$ cat src/rtl/seven_seg_scan_ctrl_pkg.sv
// Shared definitions for the 7-segment scan controller: glyph patterns and bit positions.
package seven_seg_scan_ctrl_pkg;

  // Segment bit positions on the o_seg bus
  localparam int SEG_A  = 0;
  localparam int SEG_B  = 1;
  localparam int SEG_C  = 2;
  localparam int SEG_D  = 3;
  localparam int SEG_E  = 4;
  localparam int SEG_F  = 5;
  localparam int SEG_G  = 6;
  localparam int SEG_DP = 7;

  // A-G glyph patterns, active-high (lit = 1)
  localparam logic [6:0] SEG_0   = 7'h3F;
  localparam logic [6:0] SEG_1   = 7'h06;
  localparam logic [6:0] SEG_2   = 7'h5B;
  localparam logic [6:0] SEG_3   = 7'h4F;
  localparam logic [6:0] SEG_4   = 7'h66;
  localparam logic [6:0] SEG_5   = 7'h6D;
  localparam logic [6:0] SEG_6   = 7'h7D;
  localparam logic [6:0] SEG_7   = 7'h07;
  localparam logic [6:0] SEG_8   = 7'h7F;
  localparam logic [6:0] SEG_9   = 7'h6F;
  localparam logic [6:0] SEG_ERR = 7'h79;  // "E" for non-BCD nibbles

endpackage

$ cat src/rtl/seven_seg_scan_ctrl_seg_digit_lut.sv
// Combinational BCD nibble to A-G glyph lookup; non-BCD codes show "E".
module seg_digit_lut
  import seven_seg_scan_ctrl_pkg::*;
(
  input  logic [3:0] nibble_i,
  output logic [6:0] seg_o
);

  // Glyph table lookup
  always_comb begin
    seg_o = SEG_ERR;
    case (nibble_i)
      4'd0: seg_o = SEG_0;
      4'd1: seg_o = SEG_1;
      4'd2: seg_o = SEG_2;
      4'd3: seg_o = SEG_3;
      4'd4: seg_o = SEG_4;
      4'd5: seg_o = SEG_5;
      4'd6: seg_o = SEG_6;
      4'd7: seg_o = SEG_7;
      4'd8: seg_o = SEG_8;
      4'd9: seg_o = SEG_9;
      default: seg_o = SEG_ERR;
    endcase
  end

endmodule

$ cat src/rtl/seven_seg_scan_ctrl.sv
// 4-digit time-multiplexed 7-segment scan controller with a pending/active word
// pair so a new value only takes effect at a frame boundary (no tearing).
module seven_seg_scan_ctrl
  import seven_seg_scan_ctrl_pkg::*;
#(
  parameter int CLK_DIV        = 50000,
  parameter int BLANK_CYCLES   = 500,
  parameter bit SEG_ACTIVE_LOW = 1'b0,
  parameter bit DIG_ACTIVE_LOW = 1'b1
) (
  input  logic        i_clk,
  input  logic        i_rst,
  input  logic [15:0] i_BCD,
  input  logic [3:0]  i_dp,
  input  logic        i_lzb,
  input  logic        i_valid,
  output logic        o_ready,
  input  logic        i_en,
  output logic [7:0]  o_seg,
  output logic [3:0]  o_dig,
  output logic        o_frame
);

  localparam int            CW        = (CLK_DIV > 1) ? $clog2(CLK_DIV) : 1;
  localparam logic [CW-1:0] CNT_LAST  = CW'(CLK_DIV - 1);
  localparam logic [CW-1:0] BLANK_END = CW'(BLANK_CYCLES);
  localparam logic [7:0]    SEG_OFF   = {8{SEG_ACTIVE_LOW}};
  localparam logic [3:0]    DIG_OFF   = {4{DIG_ACTIVE_LOW}};

  logic [CW-1:0] cnt_q;
  logic [1:0]    idx_q;
  logic          pend_full_q;
  logic [15:0]   pend_bcd_q, act_bcd_q;
  logic [3:0]    pend_dp_q, act_dp_q;
  logic          pend_lzb_q, act_lzb_q;
  logic [7:0]    seg_q, seg_d;
  logic [3:0]    dig_q, dig_d;
  logic          frame_q, frame_d;

  logic          slot_last, transfer, commit, in_blank, lz_blank;
  logic [3:0]    sel_nib;
  logic [6:0]    glyph;

  assign o_ready = ~pend_full_q;
  assign o_seg   = seg_q;
  assign o_dig   = dig_q;
  assign o_frame = frame_q;

  // Single LUT after the digit mux
  seg_digit_lut u_lut (
    .nibble_i (sel_nib),
    .seg_o    (glyph)
  );

  // Slot bookkeeping, handshake/commit decisions and next output values
  always_comb begin
    slot_last = (cnt_q == CNT_LAST);
    frame_d   = i_en && slot_last && (idx_q == 2'd3);
    transfer  = i_valid && ~pend_full_q;
    // Disabled scan has no frame boundary to wait for, so commit at once
    commit    = pend_full_q && (i_en ? frame_d : 1'b1);
    in_blank  = (cnt_q < BLANK_END);
    sel_nib   = act_bcd_q[{idx_q, 2'b00} +: 4];
    // Blank a leading zero when this nibble and everything above it is zero
    lz_blank  = act_lzb_q && (idx_q != 2'd0) && ((act_bcd_q >> {idx_q, 2'b00}) == 16'h0000);
    seg_d     = SEG_OFF;
    dig_d     = DIG_OFF;
    if (i_en && !in_blank) begin
      seg_d         = {act_dp_q[idx_q], (lz_blank ? 7'h00 : glyph[SEG_G:SEG_A])} ^ SEG_OFF;
      dig_d         = (4'b0001 << idx_q) ^ DIG_OFF;
      seg_d[SEG_DP] = act_dp_q[idx_q] ^ SEG_ACTIVE_LOW;
    end
  end

  // State and registered outputs
  always_ff @(posedge i_clk) begin
    if (i_rst) begin
      cnt_q       <= '0;
      idx_q       <= 2'd0;
      pend_full_q <= 1'b0;
      pend_bcd_q  <= 16'h0000;
      pend_dp_q   <= 4'h0;
      pend_lzb_q  <= 1'b0;
      act_bcd_q   <= 16'h0000;
      act_dp_q    <= 4'h0;
      act_lzb_q   <= 1'b0;
      seg_q       <= SEG_OFF;
      dig_q       <= DIG_OFF;
      frame_q     <= 1'b0;
    end else begin
      if (!i_en) begin
        cnt_q <= '0;
        idx_q <= 2'd0;
      end else if (slot_last) begin
        cnt_q <= '0;
        idx_q <= idx_q + 2'd1;
      end else begin
        cnt_q <= cnt_q + 1'b1;
      end

      if (transfer) begin
        pend_full_q <= 1'b1;
        pend_bcd_q  <= i_BCD;
        pend_dp_q   <= i_dp;
        pend_lzb_q  <= i_lzb;
      end else if (commit) begin
        pend_full_q <= 1'b0;
        act_bcd_q   <= pend_bcd_q;
        act_dp_q    <= pend_dp_q;
        act_lzb_q   <= pend_lzb_q;
      end

      seg_q   <= seg_d;
      dig_q   <= dig_d;
      frame_q <= frame_d;
    end
  end

endmodule

$ cat config.mk
export PLATFORM = sky130hd
export DESIGN_NAME = seven_seg_scan_ctrl
export DESIGN_NICKNAME = d
export VERILOG_FILES = /design/src/rtl/seven_seg_scan_ctrl_pkg.sv /design/src/rtl/seven_seg_scan_ctrl_seg_digit_lut.sv /design/src/rtl/seven_seg_scan_ctrl.sv
export SDC_FILE = /design/constraint.sdc
export NUM_CORES = 1
export LEC_CHECK = 0
export CAP_MARGIN = 20
export CORE_ASPECT_RATIO = 0.7
export CORE_MARGIN = 2
export CORE_UTILIZATION = 34
export DETAILED_ROUTE_END_ITERATION = 10
export PLACE_DENSITY = 0.53
export SYNTH_ARGS = -nofsm -noshare
export SYNTH_HDL_FRONTEND = slang
export SYNTH_SLANG_ARGS = --single-unit
$ cat constraint.sdc
create_clock -name i_clk -period 3.33 [get_ports i_clk]
set_clock_uncertainty 0.15 [all_clocks]
set_input_delay 0.4995 -clock i_clk [delete_from_list [all_inputs] [get_ports i_clk]]
set_output_delay 0.4995 -clock i_clk [all_outputs]
set_load 0.01 [all_outputs]
-- Word level (Yosys, flattened, before mapping)
Memory sizes are Yosys's and may differ from the RTL's. A register that Yosys moved wholly into a read port is not among the register bits.
Index checks and enable logic that the tools add are counted.
- logic and storage cells: 48
- bits of input ports: 25
- register bits: 67
- memories: 1
- memory bits (read-only): 112
- output and inout port bits: 14
- memory list (memory ; words ; width ; read ports ; clocked after memory_dff ; write ports ; RTL line ; source):
    (name not given) ; 16 ; 7 ; 1 ; 1 ; 0 ; seven_seg_scan_ctrl_seg_digit_lut.sv:12 ; case (nibble_i)
- equality and inequality tests: 2
- $add $sub $neg: 2
- order comparisons: 2
- reductions and logical operators: 16
- bitwise gates (word level): 5
- shift operators: 3
- muxes and demuxes: 5
- operators by type and width (kind ; number):
    adder 16 x 1 -> 16 bit, second input constant ; 1
    == test 16 bit, second input constant ; 1
    zero test 16 bit ; 1
    < comparator 16 x 9 -> 1 bit, second input constant ; 1
    indexed part select 16 x 5 -> 4 bit ; 1
    >> shifter 16 x 4 -> 16 bit ; 1
    logical AND 1 bit ; 7
    OR reduction 3 bit ; 2
    two-way mux 1 bit ; 4
    inverter 1 bit ; 4
    inverter 4 bit ; 1
    nonzero test 2 bit ; 2
    OR reduction 2 bit ; 2
    << shifter 1 x 2 -> 4 bit, first input constant ; 1
    < comparator 2 x 3 -> 1 bit, second input constant ; 1
    adder 2 x 1 -> 2 bit, second input constant ; 1
    binary-select mux 1 bit (select 2 bit) ; 1
    == test 2 bit, second input constant ; 1
    AND reduction 2 bit ; 1
    zero test 1 bit ; 1

-- Longest topological paths before layout
- depth after elaboration: 7
- gate-level depth with buffers: 8
- mapped depth without buffers: 7

-- By module
A second synthesis with hierarchy kept.
- cells, all modules: 371
- area total of the unflattened synthesis: 3379.5 um2
- by module, submodules not included (module ; instances ; cells each ; sequential area each (um2) ; area each (um2)):
    seven_seg_scan_ctrl ; 1 ; 346 ; 1481.4 ; 3180.6
    seg_digit_lut ; 1 ; 25 ; 0.0 ; 198.9

-- Least setup slack after synthesis
OpenSTA, ideal clock, no wires.
- kind: register to register
- start point: register idx_q[0]
- end point: register seg_q[0], in the netlist o_seg[0]
- period minus slack after synthesis: 2.413 ns
- required time: 3.044 ns
- setup slack: 0.917 ns
- data arrival time: 2.127 ns
- cell stages (with the launch flop): 9
- library setup time: 0.136 ns
- buffers on the path: 1
- path through: dfxtp_1 buf_6 mux4_2 inv_1 ha_1 nor4b_1 nand2_1 a211oi_2 nor3_1
- word-level cells in the longest chain between the ends: 4
- elaborated cells between the ends (all ways): 7
- classes of those cells: 2 x shift; 5 x reduce/logical
- ends and longest elaborated chain (element ; RTL line ; source):
    from (decl) ; seven_seg_scan_ctrl.sv:31 ; logic [1:0] idx_q;
    from (signal assigned) ; seven_seg_scan_ctrl.sv:96 ; idx_q <= idx_q + 2'd1;
    >> shifter 16 x 4 -> 16 bit / nonzero test 2 bit (equally long branches) ; seven_seg_scan_ctrl.sv:65 ; lz_blank = act_lzb_q && (idx_q != 2'd0) && ((act_bcd_q >> {idx_q, 2'b00}) == 16'h0000);
    zero test 16 bit / logical AND 1 bit (equally long branches) ; seven_seg_scan_ctrl.sv:65 ;
    logical AND 1 bit ; seven_seg_scan_ctrl.sv:65 ;
    OR reduction 3 bit (no source line) ; n/a ;
    to (decl) ; seven_seg_scan_ctrl.sv:36 ; logic [7:0] seg_q, seg_d;
Parallel ways exist; a longest one is shown, timed or not.
A chain may end at the register's enable or synchronous reset.

-- Final worst setup path
- start point: register idx_q[0]
- end point: register seg_q[3], in the netlist o_seg[3]
The elaborated chain is that of the path after synthesis.

==> flow_summary.yaml <==
run_status:
  status: "completed"
power_and_ir_drop:
  power_density_nw_per_um2: 528
  p_leak_nw: 1.36
  ir_drop_mv: 0.238
  p_total_mw: 2.13
synthesis:
  syn_avg_cell_area_sq_um: 8.79
  synth_area_leaders: "dfxtp_1, a21oi_1, nand2_1"
  yosysSeqAreaShare_pct: 45.8
  post-synth-top-area-cell: "dfxtp_1"
  synth_seq_cells: 74
  synth_edf_count: 0
  syn_inst: 368
  ys.warnings.count: 0
  synth_cell_types: 45
  netlist_area_sq_um: 3230
  ys.flop_type: "dfxtp_1"
  synth_top_cell_area_share_pct: 45.8
  synth_nets: 404
  async_flop_share_pct: 0
clock_tree:
  cts-buffers-inserted: 9
  cts.htree.levels: 3
  cts_sinks: 74
  cts_resized: 0
  cts_root_buf: "clkbuf_16"
  clockBufferDepth: 2
  cts_tree: "built"
  clock_latency_ns: 0.34
  post_cts_buffers: 0
  clkSlewWorstSetupHoldPaths_ns: 0.05
  postCtsHoldBufs: 0
sta:
  fmax_ghz: 0.377
  slew_violations: 0
  fin_crit_sh_pct: 79.6
  slew_headroom_pct: 49.2
  rsz0062_at_grt: "no"
  whs_ns: 0.304
  hold_viol: 0
  setup_viol: 0
  worstMarginPinSlew_ns: 0.759
  fin_setup_tns_ns: 0
  period_needed_ns: 2.65
flow_run:
  cap_violations: 0
routing:
  vias: 2607
  wire_per_inst_um: 13.9
  met2WireLength_um: 2840
  antenna_left: 0
  routed-wl-met3_um: 363
  routed_wl_um: 7330
  top_layer: "met4"
  vias_per_cell: 4.94
  drt_iter0_markers: 183
  drc: 0
  wl_met1_um: 4050
  drt_pass1_iterations: 4
worst_setup_path:
  rr_worst_depth: 7
  start_kind: "flip-flop"
  crit_chain: "mux4_2 -> inv_1 -> ha_1 -> nor4b_1 -> nand2_1 -> a211oi_2 -> nor3_1"
  end_kind: "flip-flop"
  path_class: "flip-flop to flip-flop"
  crit_start: "idx_q[0]"
  critPathRequiredTime_ns: 3.37
  cpPeakStageDelay_ns: 0.62
  reg2reg_from: "idx_q[0]"
  crit_fanout: 7
  worstPathArrival_ns: 2.69
  worst-path-buf-inv: 1
  critPathSlowestCell: "mux4_2"
  cp_num_cells: 7
  critPathTopFamily: "multiplexers"
die:
  start_util_pct: 35.4
  die_h_um: 85.6
  coreArea_sq_um: 9140
  dieArea_sq_um: 10300
  io_pins: 39
  die_x_um: 121
  rows: 29
min_path:
  min_from: "pend_dp_q[0]"
  hold_path.class: "flip-flop to flip-flop"
  hold_depth: 2
finish:
  drive_gt1_share_pct: 8.17
  fin_util_pct: 44.1
  antenna_cells: 0
  nNetsFinal: 435
  syn2layout_area_growth_pct: 24.8
placement:
  place_hpwl_um: 5160
  io_buffers: 38
  gp_congestion: 0.785
grt:
  grt_max_degree: 45
  grt_pass1_vias: 2371
  grt.overflow.total: 0
  antenna_found_initial: 0
  grt_pass1_wl_um: 12200
  grt_util_all_layers_pct: 15.3
-- through the flow --
stage               setup slack, ns  instance area, sq um  cells
CTS                           0.675                  4040    528
detailed placement            0.700                  3700    512
floorplan                     0.917                  3230    368
global placement              0.821                  3700    512
finish                        0.680                  4040    528
global route                  0.485                  4040    528
-- cells in the mapped netlist, types with 2 or more instances --
master / n
dfxtp_1: 74
nand2_1: 56
a21oi_1: 51
nand3_1: 24
nor2_1: 24
o211ai_1: 21
clkbuf_1: 16
inv_1: 12
xnor2_1: 12
ha_1: 11
nor3_1: 10
nor4_1: 6
buf_2: 5
mux4_2: 5
nand2b_1: 4
nand4_1: 3
a211oi_2: 2
and4_1: 2
buf_6: 2
mux2i_1: 2
or2_1: 2
-- where the power goes --
part | leakage (nW) | internal [mW] | total, mW | switching, mW
sequential | 0.600 | 0.907 | 0.920 | 0.0131
combinational | 0.605 | 0.0520 | 0.120 | 0.0680
clock | 0.160 | 0.731 | 1.09 | 0.360
total | 1.36 | 1.69 | 2.13 | 0.441
-- final timing paths --
check | to | slack, ns
max | o_seg[3] | 0.68
min | pend_dp_q[0] | 0.30
max reg2reg | o_seg[3] | 0.68
min reg2reg | pend_dp_q[0] | 0.30
-- final cells by class --
| cell class | instances | area, sq um |
|---|---|---|
| tap | 124 | 155 |
| clock inverter | 5 | 103 |
| multi-input combinational | 256 | 1580 |
| sequential | 74 | 1480 |
| clock buffer | 11 | 233 |
| inverter | 13 | 50.0 |
| timing repair buffer | 45 | 433 |
| fill | 934 | 5110 |
-- worst register-to-register path, stage by stage, from the launching register on --
cell,delay [ns]
dfxtp_1,0.44
mux4_2,0.62
inv_1,0.13
ha_1,0.22
nor4b_1,0.25
nand2_1,0.10
a211oi_2,0.48
nor3_1,0.12
-- cells in the final DEF (no fill, tap or decap), types with 9 or more instances in the layout --
cell / Yosys / routed
dfxtp_1: 74 / 74
ha_1: 11 / 11
nand2_1: 56 / 56
nor2_1: 24 / 24
xnor2_1: 12 / 12
nor3_1: 10 / 10
nand3_1: 24 / 24
a21oi_1: 51 / 51
clkbuf_16: 0 / 9
o211ai_1: 21 / 21
inv_1: 12 / 12
clkdlybuf4s50_1: 0 / 38
-- state kept, by name, indices dropped and copies added (netlist names) --
| register | flops |
|---|---|
| act_bcd_q | 16 |
| cnt_q | 16 |
| pend_bcd_q | 16 |
| o_seg | 8 |
| act_dp_q | 4 |
| o_dig | 4 |
| pend_dp_q | 4 |
| idx_q | 2 |
| act_lzb_q | 1 |
| o_frame | 1 |
| pend_full_q | 1 |
| pend_lzb_q | 1 |
-- layer usage --
| metal | vias up | global-route usage, % |
|---|---|---|
| met5 | - | 0 |
| met3 | 10 | 5.52 |
| li1 | 1349 | - |
| met4 | 0 | 5.50 |
| met2 | 58 | 19.4 |
| met1 | 1190 | 23.1 |
-- logic make-up after synthesis --
logic type                 after synthesis  synth area share, %
xor gates and xnor gates                13                 3.52
muxes                                    7                 4.10
DFF                                     74                 45.8
and+or+nand+nor                        144                 21.6
AOI/OAI and AO/OA                       81                 15.5
buffers and inverters                   38                 5.26
adders and majority gates               11                 4.26
Note: power is estimated with default switching activity, not from simulation.
